File: src/rtl/rx_link_ctrl_pkg.sv
// rx_link_ctrl shared definitions: state encodings and raw phase limit.
// Also used by the status register map.
package rx_link_ctrl_pkg;

  typedef enum logic [2:0] {
    ST_IDLE      = 3'd0,
    ST_RX_RST    = 3'd1,
    ST_WAIT_SYNC = 3'd2,
    ST_SCAN      = 3'd3,
    ST_LOCKED    = 3'd4
  } link_st_e;

  localparam logic [3:0] PHASE_MAX = 4'd9;

  function automatic logic [3:0] next_phase(
    input logic [3:0] p
  );
    return (p == PHASE_MAX) ? 4'd0 : p + 4'd1;
  endfunction

endpackage

File: src/rtl/rx_link_ctrl_err_window.sv
// Decoder error supervision: fixed window plus error counter.
// An error on the window's last cycle starts the next window's count.
module rx_link_err_window #(
  parameter int unsigned WINDOW    = 1024,
  parameter int unsigned THRESHOLD = 8
) (
  input  logic WCLK,
  input  logic RESET,
  input  logic clear,
  input  logic err,
  output logic trip
);

  localparam int unsigned WW = $clog2(WINDOW + 1);
  localparam int unsigned EW = $clog2(THRESHOLD + 1);

  logic [WW-1:0] win_q;
  logic [EW-1:0] ecnt_q;
  logic [EW-1:0] base;
  logic          wend;

  assign wend = (win_q == WW'(WINDOW - 1));
  assign base = wend ? '0 : ecnt_q;
  assign trip = err & ~clear &
                (base == EW'(THRESHOLD - 1));

  always_ff @(posedge WCLK) begin
    if (RESET || clear) begin
      win_q  <= '0;
      ecnt_q <= '0;
    end else begin
      win_q <= wend ? '0 : win_q + WW'(1);
      if (err)
        ecnt_q <= base + EW'(1);
      else if (wend)
        ecnt_q <= '0;
    end
  end

endmodule

File: src/rtl/rx_link_ctrl.sv
// Receiver lane bring-up / supervision controller (WCLK domain).
// Trains via 8b10b record sync or raw phase scan; counts re-trains.
module rx_link_ctrl
  import rx_link_ctrl_pkg::*;
#(
  parameter int unsigned RESET_CYCLES    = 16,
  parameter int unsigned SYNC_TIMEOUT    = 4096,
  parameter int unsigned SYNC_HOLD       = 8,
  parameter int unsigned ERR_WINDOW      = 1024,
  parameter int unsigned ERR_THRESHOLD   = 8,
  parameter int unsigned PHASE_DWELL     = 64,
  parameter int unsigned PHASE_MATCH_MIN = 48
) (
  input  logic       WCLK,
  input  logic       RESET,
  input  logic       link_en,
  input  logic       no_8b10b_mode,
  input  logic       clr_cnt,
  input  logic       rec_sync_ready,
  input  logic       decoder_err,
  input  logic       raw_match,
  output logic       rx_reset,
  output logic       enable_rx,
  output logic [3:0] load_rawcnt,
  output logic       locked,
  output logic [2:0] state,
  output logic [7:0] resync_cnt
);

  localparam logic [15:0] RST_LAST = 16'(RESET_CYCLES - 1);
  localparam logic [15:0] TO_LAST  = 16'(SYNC_TIMEOUT - 1);
  localparam logic [15:0] HOLD_LST = 16'(SYNC_HOLD - 1);
  localparam logic [15:0] DW_LAST  = 16'(PHASE_DWELL - 1);
  localparam logic [15:0] MATCH_MN = 16'(PHASE_MATCH_MIN);

  link_st_e    state_q, state_d;
  logic [15:0] cnt_q, cnt_d;
  logic [15:0] run_q, run_d;
  logic [15:0] mcnt_q, mcnt_d;
  logic [15:0] tot;
  logic [3:0]  rej_q, rej_d;
  logic [3:0]  phase_q, phase_d;
  logic [7:0]  resync_q;
  logic        rx_reset_q;
  logic        en_q;
  logic        locked_q;
  logic        mode_q;
  logic        bump;
  logic        trip;
  logic        win_clr;

  assign win_clr = (state_q != ST_LOCKED) | mode_q;

  rx_link_err_window #(
    .WINDOW    (ERR_WINDOW),
    .THRESHOLD (ERR_THRESHOLD)
  ) u_err_win (
    .WCLK  (WCLK),
    .RESET (RESET),
    .clear (win_clr),
    .err   (decoder_err),
    .trip  (trip)
  );

  assign tot = mcnt_q + 16'(raw_match);

  always_comb begin
    state_d = state_q;
    cnt_d   = cnt_q;
    run_d   = run_q;
    mcnt_d  = mcnt_q;
    rej_d   = rej_q;
    phase_d = phase_q;
    bump    = 1'b0;
    unique case (state_q)
      ST_IDLE: begin
        if (link_en) begin
          state_d = ST_RX_RST;
          cnt_d   = '0;
        end
      end
      ST_RX_RST: begin
        if (cnt_q == RST_LAST) begin
          cnt_d  = '0;
          run_d  = '0;
          mcnt_d = '0;
          rej_d  = '0;
          if (no_8b10b_mode) begin
            state_d = ST_SCAN;
            phase_d = '0;
          end else begin
            state_d = ST_WAIT_SYNC;
          end
        end else begin
          cnt_d = cnt_q + 16'd1;
        end
      end
      ST_WAIT_SYNC: begin
        if (rec_sync_ready && run_q == HOLD_LST) begin
          state_d = ST_LOCKED;
          cnt_d   = '0;
        end else if (cnt_q == TO_LAST) begin
          state_d = ST_RX_RST;
          cnt_d   = '0;
          bump    = 1'b1;
        end else begin
          cnt_d = cnt_q + 16'd1;
          run_d = rec_sync_ready ? run_q + 16'd1 : '0;
        end
      end
      ST_SCAN: begin
        if (cnt_q == DW_LAST) begin
          cnt_d  = '0;
          mcnt_d = '0;
          if (tot >= MATCH_MN) begin
            state_d = ST_LOCKED;
          end else if (rej_q == PHASE_MAX) begin
            state_d = ST_RX_RST;
            bump    = 1'b1;
          end else begin
            rej_d   = rej_q + 4'd1;
            phase_d = next_phase(phase_q);
          end
        end else begin
          cnt_d  = cnt_q + 16'd1;
          mcnt_d = tot;
        end
      end
      ST_LOCKED: begin
        if (mode_q) begin
          if (raw_match) begin
            cnt_d = '0;
          end else if (cnt_q == TO_LAST) begin
            state_d = ST_RX_RST;
            cnt_d   = '0;
            bump    = 1'b1;
          end else begin
            cnt_d = cnt_q + 16'd1;
          end
        end else if (!rec_sync_ready || trip) begin
          state_d = ST_RX_RST;
          cnt_d   = '0;
          bump    = 1'b1;
        end
      end
      default: state_d = ST_IDLE;
    endcase
    // Mode switch restarts training without counting as a re-train
    if (state_q != ST_IDLE && no_8b10b_mode != mode_q) begin
      state_d = ST_RX_RST;
      cnt_d   = '0;
      bump    = 1'b0;
    end
    if (!link_en) begin
      state_d = ST_IDLE;
      cnt_d   = '0;
      bump    = 1'b0;
    end
  end

  always_ff @(posedge WCLK) begin
    if (RESET) begin
      state_q    <= ST_IDLE;
      cnt_q      <= '0;
      run_q      <= '0;
      mcnt_q     <= '0;
      rej_q      <= '0;
      phase_q    <= '0;
      resync_q   <= '0;
      rx_reset_q <= 1'b0;
      en_q       <= 1'b0;
      locked_q   <= 1'b0;
      mode_q     <= 1'b0;
    end else begin
      state_q    <= state_d;
      cnt_q      <= cnt_d;
      run_q      <= run_d;
      mcnt_q     <= mcnt_d;
      rej_q      <= rej_d;
      phase_q    <= phase_d;
      rx_reset_q <= (state_d == ST_RX_RST);
      en_q       <= (state_d == ST_LOCKED);
      locked_q   <= (state_d == ST_LOCKED);
      mode_q     <= no_8b10b_mode;
      if (clr_cnt)
        resync_q <= '0;
      else if (bump && resync_q != 8'hFF)
        resync_q <= resync_q + 8'd1;
    end
  end

  assign rx_reset    = rx_reset_q;
  assign enable_rx   = en_q;
  assign locked      = locked_q;
  assign load_rawcnt = phase_q;
  assign state       = state_q;
  assign resync_cnt  = resync_q;

endmodule

File: config.mk
export PLATFORM = sky130hd
export DESIGN_NAME = rx_link_ctrl
export DESIGN_NICKNAME = d
export VERILOG_FILES = /design/src/rtl/rx_link_ctrl_pkg.sv /design/src/rtl/rx_link_ctrl_err_window.sv /design/src/rtl/rx_link_ctrl.sv
export SDC_FILE = /design/constraint.sdc
export NUM_CORES = 1
export LEC_CHECK = 0
export BUFFER_PORTS_ARGS = -buffer_cell sky130_fd_sc_hd__buf_4
export CORE_AREA = 2 2 108 79
export DETAILED_ROUTE_END_ITERATION = 8
export DIE_AREA = 0 0 110 81
export PLACE_DENSITY = 0.85
export SLEW_MARGIN = 5
export SYNTH_ARGS = -nofsm -noshare
export SYNTH_HDL_FRONTEND = slang
export SYNTH_HIERARCHICAL = 1
export SYNTH_SLANG_ARGS = --single-unit
File: constraint.sdc
create_clock -name WCLK -period 4.3 [get_ports WCLK]
set_input_delay 0.215 -clock WCLK [delete_from_list [all_inputs] [get_ports WCLK]]
set_output_delay 0.215 -clock WCLK [all_outputs]
set_load 0.005 [all_outputs]
## After elaboration in Yosys (flattened, before gate mapping)

Index checks and enable logic that the tools add are counted.

| word-level totals | value |
|---|---|
| word-level logic and storage cells | 123 |
| output and inout bits | 18 |
| register bits after elaboration | 85 |

| cells by class | value |
|---|---|
| equality and inequality tests | 25 |
| mux-type cells | 53 |
| order comparisons | 1 |
| add/sub/neg operators | 8 |
| reductions and logical operators | 19 |
| bitwise logic cells | 5 |

Operator list:

| operator | number |
|---|---|
| 16-bit 2-to-1 mux | 12 |
| 16-bit one-hot mux with 5 select lines | 1 |
| 16-bit one-hot mux with 2 select lines | 2 |
| 4-bit 2-to-1 mux | 12 |
| 3-bit 2-to-1 mux | 11 |
| 16-bit by 1-bit adder with 16-bit output (second input constant) | 2 |
| 16-bit by 1-bit adder with 16-bit output | 1 |
| 16-bit by 12-bit == test with 1-bit output (second input constant) | 1 |
| 16-bit by 3-bit == test with 1-bit output (second input constant) | 1 |
| 16-bit by 4-bit == test with 1-bit output (second input constant) | 1 |
| 16-bit by 6-bit == test with 1-bit output (second input constant) | 1 |
| 16-bit by 6-bit greater-or-equal comparator with 1-bit output (second input constant) | 1 |
| 4-bit one-hot mux with 2 select lines | 2 |
| 3-bit one-hot mux with 5 select lines | 1 |
| 2-bit inequality test (second input constant) | 7 |
| 4-bit by 1-bit adder with 4-bit output (second input constant) | 3 |
| 11-bit by 1-bit adder with 11-bit output (second input constant) | 1 |
| 11-bit by 10-bit == test with 1-bit output (second input constant) | 1 |
| 1-bit 2-to-1 mux | 11 |
| 8-bit by 1-bit adder with 8-bit output (second input constant) | 1 |
| 4-bit == test (second input constant) | 2 |
| 8-bit inequality test (second input constant) | 1 |
| 3-bit by 1-bit == test with 1-bit output (second input constant) | 2 |
| 3-bit by 2-bit == test with 1-bit output (second input constant) | 2 |
| 21 further kinds | 31 |

## Logic depth before layout (Yosys ltp)

| logic depth | value |
|---|---|
| depth in word-level cells | 12 |
| depth in mapped cells | 15 |
| depth with buffers taken out | 14 |

## Cells and area by module

Netlist, hierarchy kept.

Modules (own cells, without submodules):

| module | cells an instance | seq. area each (µm²) | area each (µm²) | instances |
|---|---|---|---|---|
| rx_link_ctrl | 504 | 1401.3 | 3977.6 | 1 |
| rx_link_err_window | 78 | 300.3 | 698.2 | 1 |

## Least setup slack after synthesis

OpenSTA, ideal clock, no wires.

| timing | value |
|---|---|
| kind | reg2reg |
| start | reg state_q[0], in the netlist state[0] |
| end | reg cnt_q[0] |
| data arrival time | 2.891 ns |
| clock period less this slack | 3.019 ns |
| setup slack | 1.281 ns |
| cell stages (with the launch flop) | 14 |
| path buffers | 2 |
| library setup time | 0.128 ns |
| path through | dfxtp_1 clkbuf_1 nor2_1 nand2_1 or2_2 nor2_1 nand4_1 nor2_1 nor3b_1 o31ai_1 o21ai_0 o211ai_1 clkbuf_1 nor2_1 |

| on the way | value |
|---|---|
| word-level cells in the longest chain between the ends | 8 |

RTL lines:

| item | line | RTL |
|---|---|---|
| from (decl) | rx_link_ctrl.sv:36 | `link_st_e state_q, state_d;` |
| from (signal assigned) | rx_link_ctrl.sv:175 | `state_q <= state_d;` |
| 3-bit inequality test | rx_link_ctrl.sv:52 | `assign win_clr = (state_q != ST_LOCKED) \| mode_q;` |
| 1-bit OR | rx_link_ctrl.sv:52 |  |
| named net win_clr | rx_link_ctrl.sv:50 | `logic win_clr;` |
| 1-bit NOT | rx_link_ctrl_err_window.sv:24 | `assign trip = err & ~clear &` |
| 1-bit AND (2 in series) | rx_link_ctrl_err_window.sv:24 |  |
| named net trip | rx_link_ctrl.sv:49 | `logic trip;` |
| 1-bit logical OR | rx_link_ctrl.sv:140 | `end else if (!rec_sync_ready \|\| trip) begin` |
| 3-bit inequality test (no line) | n/a |  |
| 2-bit AND reduction (no line) | n/a |  |
| to (signal assigned) | rx_link_ctrl.sv:176 | `cnt_q <= cnt_d;` |
| to (decl) | rx_link_ctrl.sv:37 | `logic [15:0] cnt_q, cnt_d;` |

The timed path passes the listed nets, and every way through them passes these cells.
A chain may end at the register's enable or synchronous reset.

## Worst setup path after layout

| timing | value |
|---|---|
| start | reg u_err_win.win_q[0] |
| end | reg resync_q[0], in the netlist resync_cnt[0] |

| on the way | value |
|---|---|
| word-level cells in the longest chain between the ends | 11 |

RTL lines:

| item | line | RTL |
|---|---|---|
| from (decl) | rx_link_ctrl_err_window.sv:17 | `logic [WW-1:0] win_q;` |
| from (signal assigned) | rx_link_ctrl_err_window.sv:32 | `win_q <= wend ? '0 : win_q + WW'(1);` |
| 11-bit by 10-bit == test with 1-bit output | rx_link_ctrl_err_window.sv:22 | `assign wend = (win_q == WW'(WINDOW - 1));` |
| 4-bit 2-to-1 mux | rx_link_ctrl_err_window.sv:23 | `assign base = wend ? '0 : ecnt_q;` |
| 4-bit by 3-bit == test with 1-bit output | rx_link_ctrl_err_window.sv:25 | `(base == EW'(THRESHOLD - 1));` |
| 1-bit AND | rx_link_ctrl_err_window.sv:24 |  |
| named net trip | rx_link_ctrl.sv:49 |  |
| 1-bit logical OR | rx_link_ctrl.sv:140 |  |
| 1-bit 2-to-1 mux | rx_link_ctrl.sv:140 |  |
| 1-bit 2-to-1 mux | rx_link_ctrl.sv:130 | `if (mode_q) begin` |
| 1-bit one-hot mux with 3 select lines | rx_link_ctrl.sv:75 | `unique case (state_q)` |
| 1-bit 2-to-1 mux | rx_link_ctrl.sv:149 | `if (state_q != ST_IDLE && no_8b10b_mode != mode_q) begin` |
| 1-bit 2-to-1 mux | rx_link_ctrl.sv:154 | `if (!link_en) begin` |
| 1-bit logical AND | rx_link_ctrl.sv:187 | `else if (bump && resync_q != 8'hFF)` |
| to (signal assigned) | rx_link_ctrl.sv:188 | `resync_q <= resync_q + 8'd1;` |
| to (decl) | rx_link_ctrl.sv:43 | `logic [7:0] resync_q;` |

The timed path passes the listed nets, and every way through them passes these cells.

==> results.md <==
- Die Y-Extent: 81 um
- Hold_ws: about 0.11 ns
- Initial Util: 0.5828
- Rel. slew slack: 0.2348
- DR WL/cell: 15.15 um
- Post-synth top area share: 0.3639
- RSZ-0062 raised after global routing: no
- Clk slew on worst S/H paths: 0.09 ns
- Syn Std Cell Area: between 4000 and 5000 um^2
- Worst clock skew: 0.01074 ns
- Die area: 8910 um^2
- Port bufs: 25
- List of most frequent post-synthesis cells: dfxtp_1, nor2_1, nand2_1
- DRT iter0 DRCs: 421
- Yosys Warn Count: 6
- Fillers: 656
- Static Leak: about 1.7 nW
- Core Area: 8023 um^2
- Sequential cell fraction of total power: 0.537
- Startpoint class of the critical path: flip-flop
- Worst setup EP type: flip-flop
- Minimum clock period: roughly 3.4 ns
- Maxcap violations: 0
- Total Wirelength: 10650 um
- Post-route ant nets: 0
- Setup Crit Path Kind: reg2reg
- Core Util, Final: 0.6388
- Tcrit/Tclk final: 0.7952
- Start point of the worst hold path: clr_cnt
- Max Freq: slightly below 300 MHz
- Setup WS pre-CTS: roughly 0.96 ns
- I/O pin count: 26
- Final Max Slew Viols: 0
- Crit path DAT: between 3 and 4 ns
- Clk sinks: 85
- Rows: 28
- WP data required: 4.60 ns
- Critical path peak fanout: 16
- Synth area leaders: dfxtp_1, nor2_1, a21oi_1
- Grt total ovfl: 0
- Skew-Pair Late Insertion Delay: 0.37 ns
- Number of synthesized flops with an enable pin: 0
- Final hold vios: 0
- Post-synth top area cell: dfxtp_1
- CTS H-tree lvls: 3
- Largest net degree at the start of global routing: 34
- Setup Buffers After CTS: 0
- Gp weighted congestion: ~0.92
- GRT Util Overall: 0.2526
- VDD IR max: 0.0002485 V
- Worst R2R Start: u_err_win/win_q[0]
- Cell Int Power: 1.150 mW
- Total Nets Final: roughly 610
- DRT Pass-1 Iters: 7
- Mapped Nets: 601
- Footprint of the multi-input gates: 2793 um^2
- Hold_buf cts: 0
- P_sw: 0.3280 mW
- Status: completed
- Synth unique cells: 65
- DR vias: 4343
- Flip-flop and latch area: 1702 um^2
- Worst Max-Slew Pin Slew: 1.142 ns
- CTS tree: yes
- DRC: 0
- Fraction of layout cells with a size suffix above 1: 0.1037
- Comb pwr share: 0.024
- Power, Total: 1.478 mW
- Power density over the cells: 288.4 nW/um^2
- First-pass GRT wire length: 18130 um
- Cts bufs inserted: 9
- HP Class: in2reg
- Register area share after synthesis: 0.3639
- Final setup viols: 0
- Ant diodes: 0
- Fin worst setup slack: just under 0.9 ns
- Sum Neg Setup Slack: 0 ns
- DIE WIDTH: 110 um
- Initial antenna violation count: 0
- Post-synthesis cell count: a little under 600
- Crit. Startpoint: u_err_win/win_q[0]
- Flops & latches, synth: 85
- Post_cts resized: 0
- Switching Fraction: 0.2219
- Area delta synth->final: 9.607%
- Post-DP HPWL: ~7600 um
- Most common cell in the netlist: dfxtp_1
- Clock network fraction of total power: 0.439
- DR vias/cell: 6.178
- Via count of the first global-routing pass: between 3000 and 4000
- Asr flop ratio synth: 0
- Longest Clk Path Bufs: 2
- CTS root buffer: clkbuf_8
- Avg Cell Area, Syn: about 8 um^2
- Most used flip-flop cell after synthesis: dfxtp_1
[state kept, by name, summed over array words and instances, names as in the netlist]
signal            count
load_rawcnt           4
rej_q                 4
mcnt_q               16
u_err_win/ecnt_q      4
u_err_win/win_q      11
run_q                16
locked                1
rx_reset              1
mode_q                1
state                 3
resync_cnt            8
cnt_q                16
[layout by cell type, fill, tap and decap left out, types with 4 or more instances in the layout]
cell      Yosys  layout
nand3_1      31      31
nand2b_1      5       5
or4_1         9       9
or3_1        10      10
nand2_1      42      42
nor2b_1       5       5
a31oi_1       6       6
nor4b_1       4       4
and3_1        8       8
xnor2_1      18      18
a211oi_1     14      14
o21ai_0      17      17
nor3_1       14      14
nor4_1       11      11
clkbuf_8      0      10
mux2i_1       4       4
nand4_1      20      20
o31ai_1      16      16
nor3b_1       5       5
inv_1        17      17
dfxtp_1      85      85
xor2_1       18      18
and4_1        5       5
and2_1        9       9
a21oi_1      39      39
nor2_1       81      81
ha_1         11      11
buf_4         2      27
[metrics by stage]
stage | instances | area [um^2]
2_1_floorplan | 582 | 4676
3_3_place_gp | 687 | 4892
3_5_place_dp | 687 | 4892
4_1_cts | 703 | 5125
5_1_grt | 703 | 5125
6_report | 703 | 5125
[routing by layer]
metal	part of all wire	GRT usage	up-vias
met3	0.059	0.05698	15
met2	0.44	0.3957	149
met5	0	0	-
li1	-	-	2150
met4	0.013	0.07089	0
met1	0.48	0.3498	2029
[worst max-delay path, stage by stage (launching register included)]
cell and delay [ns]:
dfxtp_1 0.38, ha_1 0.23, nand4_2 0.22, o31ai_1 0.41, inv_1 0.09, ha_1 0.22, nand4_1 0.10, nor2_1 0.06
inv_1 0.07, a21oi_1 0.08, a21oi_1 0.14, o22ai_1 0.14, a31oi_1 0.85, o21ai_0 0.21, a21oi_1 0.16
[power groups by stage]
stage	clock network, mW	logic [mW]	registers [mW]
final	0.649	0.0362	0.793
after global routing	0.688	0.0395	0.794
after CTS	0.660	0.0360	0.793
after detailed placement	0	0.0358	0.811
after global placement	0	0.0340	0.811
after floorplan	0	0.0216	0.810
[cell type report]
class                      count  area share
sequential                    85      0.3320
tap                          105     0.02563
timing repair buffer          27     0.03955
clock inverter                 6     0.01855
clock buffer                  10     0.02686
multi-input combinational    453      0.5449
inverter                      17     0.01245
[path summary, 6_finish.rpt]
check                             end  slack [ns]  cells after the start
setup / recovery        resync_cnt[0]        0.88                     14
hold / removal          resync_cnt[1]        0.11                      4
setup reg to reg        resync_cnt[0]        0.88                     14
hold reg to reg   u_err_win/win_q[10]        0.44                      2
[logic make-up (layout without fill, tap and decap cells)]
| kind of cell | after synthesis | in the layout | share of synthesized area |
|---|---|---|---|
| AND/OR/NAND/NOR | 286 | 286 | 0.3345 |
| AO/OA/AOI/OAI | 116 | 116 | 0.1574 |
| flip-flops | 85 | 85 | 0.3639 |
| buffers and inverters | 44 | 60 | 0.03880 |
| XOR/XNOR | 36 | 36 | 0.06743 |
| adder cells (fa/ha/maj) | 11 | 11 | 0.02943 |
| multiplexers | 4 | 4 | 0.008563 |
Note: power is estimated with default switching activity, not from simulation.
